==> src/rtl/bsg_gatestack_pkg.sv <==
// Shared types and helpers for the gatestack strobe generator.
// Holds the FSM state enum and the phase-counter width function.
package bsg_gatestack_pkg;

  typedef enum logic [1:0] {
    IDLE  = 2'd0,
    SETUP = 2'd1,
    PULSE = 2'd2,
    HOLD  = 2'd3
  } state_e;

  function automatic int cnt_width_f(
    input int s,
    input int p,
    input int h
  );
    int m;
    m = s;
    if (p > m) m = p;
    if (h > m) m = h;
    return $clog2(m + 1);
  endfunction

endpackage

==> src/rtl/bsg_gatestack_phase_counter.sv <==
// Loadable down-counter; expire_o flags the last cycle of a phase.
// Parks at zero instead of wrapping.
module bsg_gatestack_phase_counter #(
  parameter int width_p = 1
) (
  input  logic               clk_i,
  input  logic               reset_i,
  input  logic               load_i,
  input  logic [width_p-1:0] load_val_i,
  output logic               expire_o
);

  logic [width_p-1:0] count_q, count_d;

  always_comb begin
    count_d = count_q;
    if (load_i)
      count_d = load_val_i;
    else if (count_q != '0)
      count_d = count_q - 1'b1;
  end

  always_ff @(posedge clk_i or posedge reset_i) begin
    if (reset_i) count_q <= '0;
    else         count_q <= count_d;
  end

  assign expire_o = (count_q == width_p'(1));

endmodule

==> src/rtl/bsg_gatestack_strobe_gen.sv <==
// Strobe-clocked capture stack driver: launch data, pulse masked strobes.
// Optional done_o pulse via BSG_GATESTACK_STROBE_GEN_DONE_EN.
module bsg_gatestack_strobe_gen
  import bsg_gatestack_pkg::*;
#(
  parameter int width_p        = 16,
  parameter int setup_cycles_p = 1,
  parameter int pulse_cycles_p = 1,
  parameter int hold_cycles_p  = 1
) (
  input  logic               clk_i,
  input  logic               reset_i,
  input  logic               v_i,
  input  logic [width_p-1:0] data_i,
  input  logic [width_p-1:0] mask_i,
  output logic               ready_o,
  output logic [width_p-1:0] data_o,
  output logic [width_p-1:0] strobe_o,
  output logic               done_o
);

  localparam int cw_lp =
    cnt_width_f(setup_cycles_p, pulse_cycles_p, hold_cycles_p);
  localparam logic [cw_lp-1:0] s_lp = cw_lp'(setup_cycles_p);
  localparam logic [cw_lp-1:0] p_lp = cw_lp'(pulse_cycles_p);
  localparam logic [cw_lp-1:0] h_lp = cw_lp'(hold_cycles_p);

  state_e             state_q, state_d;
  logic [width_p-1:0] data_q, data_d;
  logic [width_p-1:0] mask_q, mask_d;
  logic [width_p-1:0] strobe_q, strobe_d;
  logic               load;
  logic [cw_lp-1:0]   load_val;
  logic               expire;

  bsg_gatestack_phase_counter #(
    .width_p(cw_lp)
  ) phase_cnt (
    .clk_i     (clk_i),
    .reset_i   (reset_i),
    .load_i    (load),
    .load_val_i(load_val),
    .expire_o  (expire)
  );

  always_comb begin
    state_d  = state_q;
    data_d   = data_q;
    mask_d   = mask_q;
    load     = 1'b0;
    load_val = '0;
    unique case (state_q)
      IDLE: if (v_i) begin
        state_d  = SETUP;
        data_d   = data_i;
        mask_d   = mask_i;
        load     = 1'b1;
        load_val = s_lp;
      end
      SETUP: if (expire) begin
        state_d  = PULSE;
        load     = 1'b1;
        load_val = p_lp;
      end
      PULSE: if (expire) begin
        state_d  = HOLD;
        load     = 1'b1;
        load_val = h_lp;
      end
      HOLD: if (expire) state_d = IDLE;
      default: state_d = IDLE;
    endcase
    // Strobe is computed one cycle ahead so it can come straight off a flop.
    strobe_d = (state_d == PULSE) ? mask_q : '0;
  end

  always_ff @(posedge clk_i or posedge reset_i) begin
    if (reset_i) begin
      state_q  <= IDLE;
      data_q   <= '0;
      mask_q   <= '0;
      strobe_q <= '0;
    end else begin
      state_q  <= state_d;
      data_q   <= data_d;
      mask_q   <= mask_d;
      strobe_q <= strobe_d;
    end
  end

  assign ready_o  = (state_q == IDLE) & ~reset_i;
  assign data_o   = data_q;
  assign strobe_o = strobe_q;

`ifdef BSG_GATESTACK_STROBE_GEN_DONE_EN
  logic done_q;

  always_ff @(posedge clk_i or posedge reset_i) begin
    if (reset_i) done_q <= 1'b0;
    else         done_q <= (state_q == HOLD) & expire;
  end

  assign done_o = done_q;
`else
  assign done_o = 1'b0;
`endif

endmodule

==> config.mk <==
export PLATFORM = sky130hd
export DESIGN_NAME = bsg_gatestack_strobe_gen
export DESIGN_NICKNAME = d
export VERILOG_FILES = /design/src/rtl/bsg_gatestack_pkg.sv /design/src/rtl/bsg_gatestack_phase_counter.sv /design/src/rtl/bsg_gatestack_strobe_gen.sv
export SDC_FILE = /design/constraint.sdc
export NUM_CORES = 1
export LEC_CHECK = 0
export BUFFER_PORTS_ARGS = -buffer_cell sky130_fd_sc_hd__buf_2
export CAP_MARGIN = 20
export CORE_ASPECT_RATIO = 0.8
export CORE_UTILIZATION = 53
export DETAILED_ROUTE_END_ITERATION = 8
export PLACE_DENSITY = 0.83
export SLEW_MARGIN = 20
export SYNTH_ARGS = -nofsm -noshare
export SYNTH_HDL_FRONTEND = slang
export SYNTH_SLANG_ARGS = --single-unit
==> constraint.sdc <==
create_clock -name clk_i -period 3.2 [get_ports clk_i]
set_clock_uncertainty 0.15 [all_clocks]
set_input_delay 0.64 -clock clk_i [delete_from_list [all_inputs] [get_ports clk_i]]
set_output_delay 0.64 -clock clk_i [all_outputs]
set_load 0.02 [all_outputs]
# After elaboration in Yosys (flattened, before gate mapping)
# Cells that the tools add are included.
# Widths: inputs -> output; s select.
# op_classes
bitwise	2
reduce_logical	3
eq_ne	4
mux	11
addsub	1
# op_table
operator	count
$mux 16	1
$mux 2	4
$pmux 2 s4	1
$eq 2x2->1 const B	3
$mux 1	4
$eq 2x1->1 const B	1
$logic_not 2->1	1
$pmux 1 s2	1
$reduce_and 2->1	1
$reduce_or 2->1	1
$and 1x1->1	1
$not 1->1	1
$sub 1x1->1 const B	1
# totals
output_inout_bits	34
ff_bits	51
elab_cells	26
in_bits	35

# Depth between registers and ports, before layout
# Gate-level depths: netlist of the first run.
# logic_depth
ltp_word	4
mapped_depth	7
depth_no_buf	5

# By module
# Synthesis of the first run repeated with hierarchy kept, for this count alone.
# unflattened
cells_unflattened	130
area_unflattened_um2	2054.5
# modules_own_cells
mod	area_per_inst_um2	cells_per_inst	instances
bsg_gatestack_strobe_gen	2019.4	127	1
bsg_gatestack_phase_counter	35.0	3	1

# Least setup slack after synthesis of the first run
# No wires, ideal clock.
# synth_path
path_kind	register -> output
startpoint	reg state_q[0]
endpoint	out ready_o
path_buffers	0
path_stages_with_launch	4
slack_ps	1413
required_time_ps	2410
arrival_time_ps	997
cell_sequence	dfrtp_1 inv_1 ha_1 nor2b_1
# synth_via
elab_chain_len	2
# synth_rtl
element	line	text
from (decl)	bsg_gatestack_strobe_gen.sv:28	state_e state_q, state_d;
from (signal assigned)	bsg_gatestack_strobe_gen.sv:84	state_q <= state_d;
$logic_not 2->1	bsg_gatestack_strobe_gen.sv:91	assign ready_o = (state_q == IDLE) & ~reset_i;
$and 1x1->1	bsg_gatestack_strobe_gen.sv:91	
to (decl)	bsg_gatestack_strobe_gen.sv:16	output logic ready_o,
# No other way between the ends.

# Worst setup path in the final report of the first run
# layout_path
startpoint	reg state_q[0]
endpoint	reg strobe_q[3] (netlist: strobe_o[3])
# layout_via
elab_chain_len	4
# layout_rtl
element	line	text
$eq 2x2->1 (tied with other cells)	bsg_gatestack_strobe_gen.sv:52	unique case (state_q)
$pmux 2 s4 (*)	bsg_gatestack_strobe_gen.sv:52	
$eq 2x2->1 (*)	bsg_gatestack_strobe_gen.sv:74	strobe_d = (state_d == PULSE) ? mask_q : '0;
$mux 16 (*)	bsg_gatestack_strobe_gen.sv:74	
net strobe_d[3]	bsg_gatestack_strobe_gen.sv:31	logic [width_p-1:0] strobe_q, strobe_d;
to (signal assigned)	bsg_gatestack_strobe_gen.sv:87	strobe_q <= strobe_d;
to (decl)	bsg_gatestack_strobe_gen.sv:31	
# The timed path passes the listed nets; every way through them passes the cells marked *.
# A chain may end at the register's enable or synchronous reset.

==> results of run 1 <==
worst min-delay path by stage:
| stage | from | endpoint | slack, ps | cells after the start |
|---|---|---|---|---|
| 4_1_cts | mask_q[2]$_DFFE_PP0P_ | strobe_o[2]$_DFF_PP0_ | 340 | 2 |
| 3_3_place_gp | data_o[12]$_DFFE_PP0P_ | data_o[12]$_DFFE_PP0P_ | 330 | 1 |
| 6_report | reset_i | strobe_o[15]$_DFF_PP0_ | 320 | 2 |
| 5_1_grt | mask_q[5]$_DFFE_PP0P_ | strobe_o[5]$_DFF_PP0_ | 370 | 2 |
| 3_5_place_dp | mask_q[2]$_DFFE_PP0P_ | strobe_o[2]$_DFF_PP0_ | 340 | 2 |
| 2_1_floorplan | mask_q[0]$_DFFE_PP0P_ | strobe_o[0]$_DFF_PP0_ | 320 | 2 |
power by group through the flow:
stage	Sequential, W	Clock, W	Combinational (W)
after floorplan	0.00122	0	0.000676
after global placement	0.00104	0	0.00106
after detailed placement	0.00106	0	0.00108
after CTS	0.00104	0.000364	0.00109
after global routing	0.00108	0.000393	0.00117
final	0.00104	0.000352	0.00107
cells in the final DEF (no fill, tap or decap):
master	count
a211o_1	1
a211oi_1	7
a211oi_2	9
a21oi_1	1
a22oi_2	1
buf_2	67
buf_4	1
clkbuf_1	1
clkbuf_8	5
clkinv_2	2
clkinvlp_4	1
conb_1	1
dfrtp_1	51
ha_1	5
inv_1	18
mux2_2	32
mux2i_1	1
nand2_1	3
nand2b_1	1
nand3b_1	1
nor2_1	3
nor2b_1	1
o21bai_1	1
layout make-up:
cell class              count  area [µm²]
inverters                  19        72.6
well taps                  55        68.8
clock inverters             2        12.5
multi-input cells          68         678
repair buffers             68         343
flip-flops and latches     51        1280
fillers                   290        1250
clock buffers               6        72.6
per-layer routing:
layer / track usage, % / share of wire, % / vias up
li1: - / - / 622
met5: 0 / 0 / -
met4: 7.56 / 1.6 / 0
met1: 23.2 / 42 / 642
met2: 33.0 / 51 / 38
met3: 7.30 / 5.7 / 8
through the flow:
step | utilization, % | instances | setup WS (ps)
after detailed placement | 64.5 | 261 | 1090
after CTS | 66.8 | 269 | 1060
after floorplan | - | 146 | 1180
after global routing | 66.8 | 269 | 897
final | 66.8 | 269 | 1070
after global placement | 64.5 | 261 | 1140
cells by family (layout without fill, tap and decap cells):
family                   Yosys count  in the layout
AO/OA/AOI/OAI                     20             20
adder cells (fa/ha/maj)            5              5
buffers and inverters             27             95
flip-flops                        51             51
multiplexers                      33             33
other                              1              1
AND/OR/NAND/NOR                    9              9
state kept, by name, summed over array words and instances, names as in the netlist:
name and count:
data_o 16, mask_q 16, phase_cnt.expire_o 1, state_q 2, strobe_o 16
worst reg2reg max path, delay by kind of cell (launching register included):
family | cells | cell delay [ps]
compound gates | 1 | 450
flops | 1 | 410
fa+ha+maj | 1 | 260
buf+inv | 1 | 150
simple gates | 1 | 610
Yosys cell counts, drive strengths merged:
cell type	count	area, µm²
a211o	1	8.76
a211oi	16	165
a21oi	1	5.00
a22oi	1	12.5
buf	8	66.3
conb	1	3.75
dfrtp	51	1280
ha	5	62.6
inv	19	71.3
mux2	32	360
mux2i	1	10.0
nand2	3	11.3
nand2b	1	6.26
nand3b	1	7.51
nor2	3	11.3
nor2b	1	6.26
o21bai	1	7.51
==> flow_summary.yaml, run 1 <==
critical_path:
  crit_fanout: 17
  cp.required_ps: 3260
  critPathKind: "register to register"
  path_buf_inv: 1
  worst_path_max_delay_cell: "nand3b_1"
  crit_end: "strobe_o[3]$_DFF_PP0_"
  critPathCaptureType: "register"
  path_delay_family: "simple AND/OR/NAND/NOR gates"
  rrSetupSlack_ps: 1070
  arrival_ps: 2180
  worst_setup_path_start_kind: "register"
  crit_cells: 4
  critical_path.max_stage_delay_ps: 610
  ff2ff_path_depth: 4
  crit_chain: "inv_1 -> ha_1 -> nand3b_1 -> a211oi_1"
  startpoint: "state_q[0]$_DFF_PP0_"
  worstReg2RegEnd: "strobe_o[3]$_DFF_PP0_"
  r2r_start: "state_q[0]$_DFF_PP0_"
floorplan:
  io_pins: 69
  die_y_um: 58.2
  chipWidth_um: 72.2
  placementRows: 20
  dieArea_um2: 4200
  start_util_pct: 55.4
  coreArea_um2: 3780
logic_synthesis:
  synth_area_per_cell_um2: 14.3
  ys_seq_elements: 51
  seq_area_frac_synth_pct: 61.0
  yosys.area_share.simple_pct: 2.03
  synth-warning-count: 0
  synth_fa_ha_area_share_pct: 2.99
  synthXorXnorAreaFrac_pct: 0
  synth_cells: 146
  syn_area_um2: 2090
  synth.distinct_cells: 21
  synth_compound_area_share_pct: 9.51
  synth_nets: 186
  synth_top_family_by_area: "multiplexers"
  synth_mux_area_share_pct: 17.7
clock_network:
  cts_sinks: 51
  ctsHtreeMaxLevel: 2
  clockBufferDepth: 2
  cts_inserted_buffers: 5
  cts_root_buffer: "clkbuf_8"
  ctsResizeCount: 0
  clk_latency_ps: 310
  cts_tree: "yes"
  post-cts-setup-buffers: 0
  path_clk_slew_ps: 90
  cts_hold_buf: 0
power_and_ir_drop:
  p_int_w: 0.00151
  worst_ir_drop_vdd_mv: 0.598
  p_switching_w: 0.000949
  p_comb_share_pct: 43.6
  swShare_pct: 38.5
  p_leak_nw: 1.29
  seqPwrFrac_pct: 42.1
  power_density_nw_per_um2: 976
  clkPwrFrac_pct: 14.3
  power_w: 0.00246
place:
  gp_congestion: 0.708
  post-dp-hpwl_um: 2400
  placed_area_um2: 2440
  port-buffer-count: 67
sta:
  fmaxAchievable_ghz: 0.470
  hold_slack_ps: 323
  fin_tns_setup_ps: 0
  setup_viol: 0
  relSlewSlack_pct: 35.0
  drv_slew: 0
  rsz0062_at_grt: "false"
  hold_viol: 0
  fin_crit_sh_pct: 66.4
  worst_pin_slew_ps: 975
  min_period_ps: 2130
finish:
  area_growth_pct: 20.6
  finalInstanceArea_um2: 2520
  num_antenna_cells: 0
  drive_above_1_share_pct: 55.1
  nNetsFinal: 253
routing:
  wl_um: 3410
  first_iter_violations: 47
  detail_route.wl_per_cell_um: 12.7
  via_per_inst: 4.87
  num_vias: 1310
  drt_pass1_iterations: 4
  ant_nets: 0
  drcViolationCount: 0
grt:
  grt_first_pass_wirelength_um: 6000
  grt_antenna_before_repair: 0
  grt_max_degree: 52
  grt.total_usage_pct: 19.6
  gr-total-overflow: 0
  first_global_vias: 1387
run:
  maxCapViolations: 0
outcome:
  status: "finished, final reports clean"
min_path:
  hp-class: "primary input to async pin"
(Power assumes the default switching activity.)
==> run 2, diff against run 1 <==
--- a/config.mk
+++ b/config.mk
@@ -8,9 +8,9 @@
 export BUFFER_PORTS_ARGS = -buffer_cell sky130_fd_sc_hd__buf_2
 export CAP_MARGIN = 20
 export CORE_ASPECT_RATIO = 0.8
-export CORE_UTILIZATION = 53
+export CORE_UTILIZATION = 50
 export DETAILED_ROUTE_END_ITERATION = 8
-export PLACE_DENSITY = 0.83
+export PLACE_DENSITY = 0.79
 export SLEW_MARGIN = 20
 export SYNTH_ARGS = -nofsm -noshare
 export SYNTH_HDL_FRONTEND = slang
==> constraint.sdc (replaced) <==
create_clock -name clk_i -period 2 [get_ports clk_i]
set_clock_uncertainty 0.15 [all_clocks]
set_input_delay 0.4 -clock clk_i [delete_from_list [all_inputs] [get_ports clk_i]]
set_output_delay 0.4 -clock clk_i [all_outputs]
set_load 0.02 [all_outputs]
==> flow_summary.yaml, run 2 (synthesis gave the netlist of run 1 again) <==
outcome:
  status: "finished, final reports clean"
grt:
  grt_antenna_before_repair: 0
  gr-total-overflow: 0
  grt_first_pass_wirelength_um: 6240
  grt.total_usage_pct: 19.4
  grt_max_degree: 34
  first_global_vias: 1377
sta:
  drv_slew: 0
  min_period_ps: 1880
  rsz0062_at_grt: "false"
  setup_viol: 0
  hold_viol: 0
  fin_crit_sh_pct: 94.2
  fmaxAchievable_ghz: 0.531
  postLayoutSetupSlackWorst_ps: 115
  fin_tns_setup_ps: 0
finish:
  layout_commonest_cell: "buf_2"
  finalInstanceArea_um2: 2620
  nNetsFinal: 260
  area_growth_pct: 25.3
  num_antenna_cells: 0
  final_cells: 275
  n_fill_cell: 303
  final_cell_mix: "buf_2, dfrtp_1, mux2_2, inv_1, a211oi_2"
  drive_above_1_share_pct: 57.3
power_and_ir_drop:
  power_density_nw_per_um2: 1620
  p_leak_nw: 1.34
  power_w: 0.00425
  worst_ir_drop_vdd_mv: 0.761
floorplan:
  chipWidth_um: 74.3
  coreArea_um2: 3900
  die_y_um: 59.9
  dieArea_um2: 4450
  placementRows: 20
  start_util_pct: 53.6
  io_pins: 69
place:
  post-dp-hpwl_um: 2640
  port-buffer-count: 67
  place_ws_ps: -114
  placed_cells: 264
  placed_area_um2: 2480
  gp_congestion: 0.802
routing:
  drt_pass1_iterations: 4
  wl_um: 3910
  ant_nets: 0
  first_iter_violations: 79
  detail_route.wl_per_cell_um: 14.2
  num_vias: 1357
  drcViolationCount: 0
  via_per_inst: 4.93
clock_network:
  clk_latency_ps: 300
  cts_tree: "yes"
  path_clk_slew_ps: 90
  cts_sinks: 51
  cts_inserted_buffers: 5
  clockBufferDepth: 2
  ctsHtreeMaxLevel: 2
  cts_root_buffer: "clkbuf_8"
critical_path:
  worst_setup_path_start_kind: "register"
  critPathCaptureType: "output pin"
  arrival_ps: 1330
  critPathKind: "register to output pin"
  crit_fanout: 5
  cp.required_ps: 1450
run:
  maxCapViolations: 0
min_path:
  hp-class: "primary input to register"
## run 2: where the power goes
group | switching, W | total (W) | internal [W]
logic | 0.00107 | 0.00190 | 0.000835
clock network | 0.000309 | 0.000676 | 0.000367
registers | 0.000215 | 0.00168 | 0.00146
total | 0.00159 | 0.00425 | 0.00266
## run 2: worst paths after layout
kind                                             from  depth (start not counted)                endpoint  slack, ps
worst min-delay path                       data_i[15]                          2  data_o[15]$_DFFE_PP0P_        180
worst min register to register  mask_q[4]$_DFFE_PP0P_                          2   strobe_o[4]$_DFF_PP0_        350
worst max register to register   state_q[1]$_DFF_PP0_                          4   strobe_o[2]$_DFF_PP0_        150
worst max-delay path             state_q[1]$_DFF_PP0_                          4                 ready_o        120
max in group asynchronous                     reset_i                          4  data_o[10]$_DFFE_PP0P_        670
min in group asynchronous                     reset_i                          3   strobe_o[0]$_DFF_PP0_        520
## run 2: timing repair
action | in CTS | in global routing
resized for setup | 0 | 3
hold buffers | 1 | 0
setup buffers | 3 | 0
pin swaps | 1 | 0
endpoints found under the setup margin | 17 | 14
hold endpoints to repair | 19 | 0
## run 2: layout make-up
class	instances	area, µm²	share of cell area, %
sequential	51	1280	48.7
timing repair buffer	75	423	16.1
inverter	19	71.3	2.72
clock inverter	1	30.0	1.15
multi-input combinational	68	679	25.9
tap	55	68.8	2.63
clock buffer	6	72.6	2.77
## run 2: worst max-delay path, stage by stage (launching register included)
cell and delay [ps]:
dfrtp_1 450, inv_2 110, ha_1 190, nor2b_1 130, buf_2 160
## run 2: stage by stage
| step | util, % | hold slack (ps) |
|---|---|---|
| floorplan | - | 320 |
| global placement | 63.7 | 278 |
| detailed placement | 63.7 | 285 |
| CTS | 67.1 | 175 |
| global route | 67.1 | 167 |
| finish | 67.1 | 180 |
## run 2: per-layer routing
| layer | track usage [%] | wire [µm] |
|---|---|---|
| met5 | 0 | 0 |
| met4 | 9.97 | 109 |
| met3 | 4.72 | 150 |
| met2 | 31.9 | 1920 |
| met1 | 24.0 | 1730 |
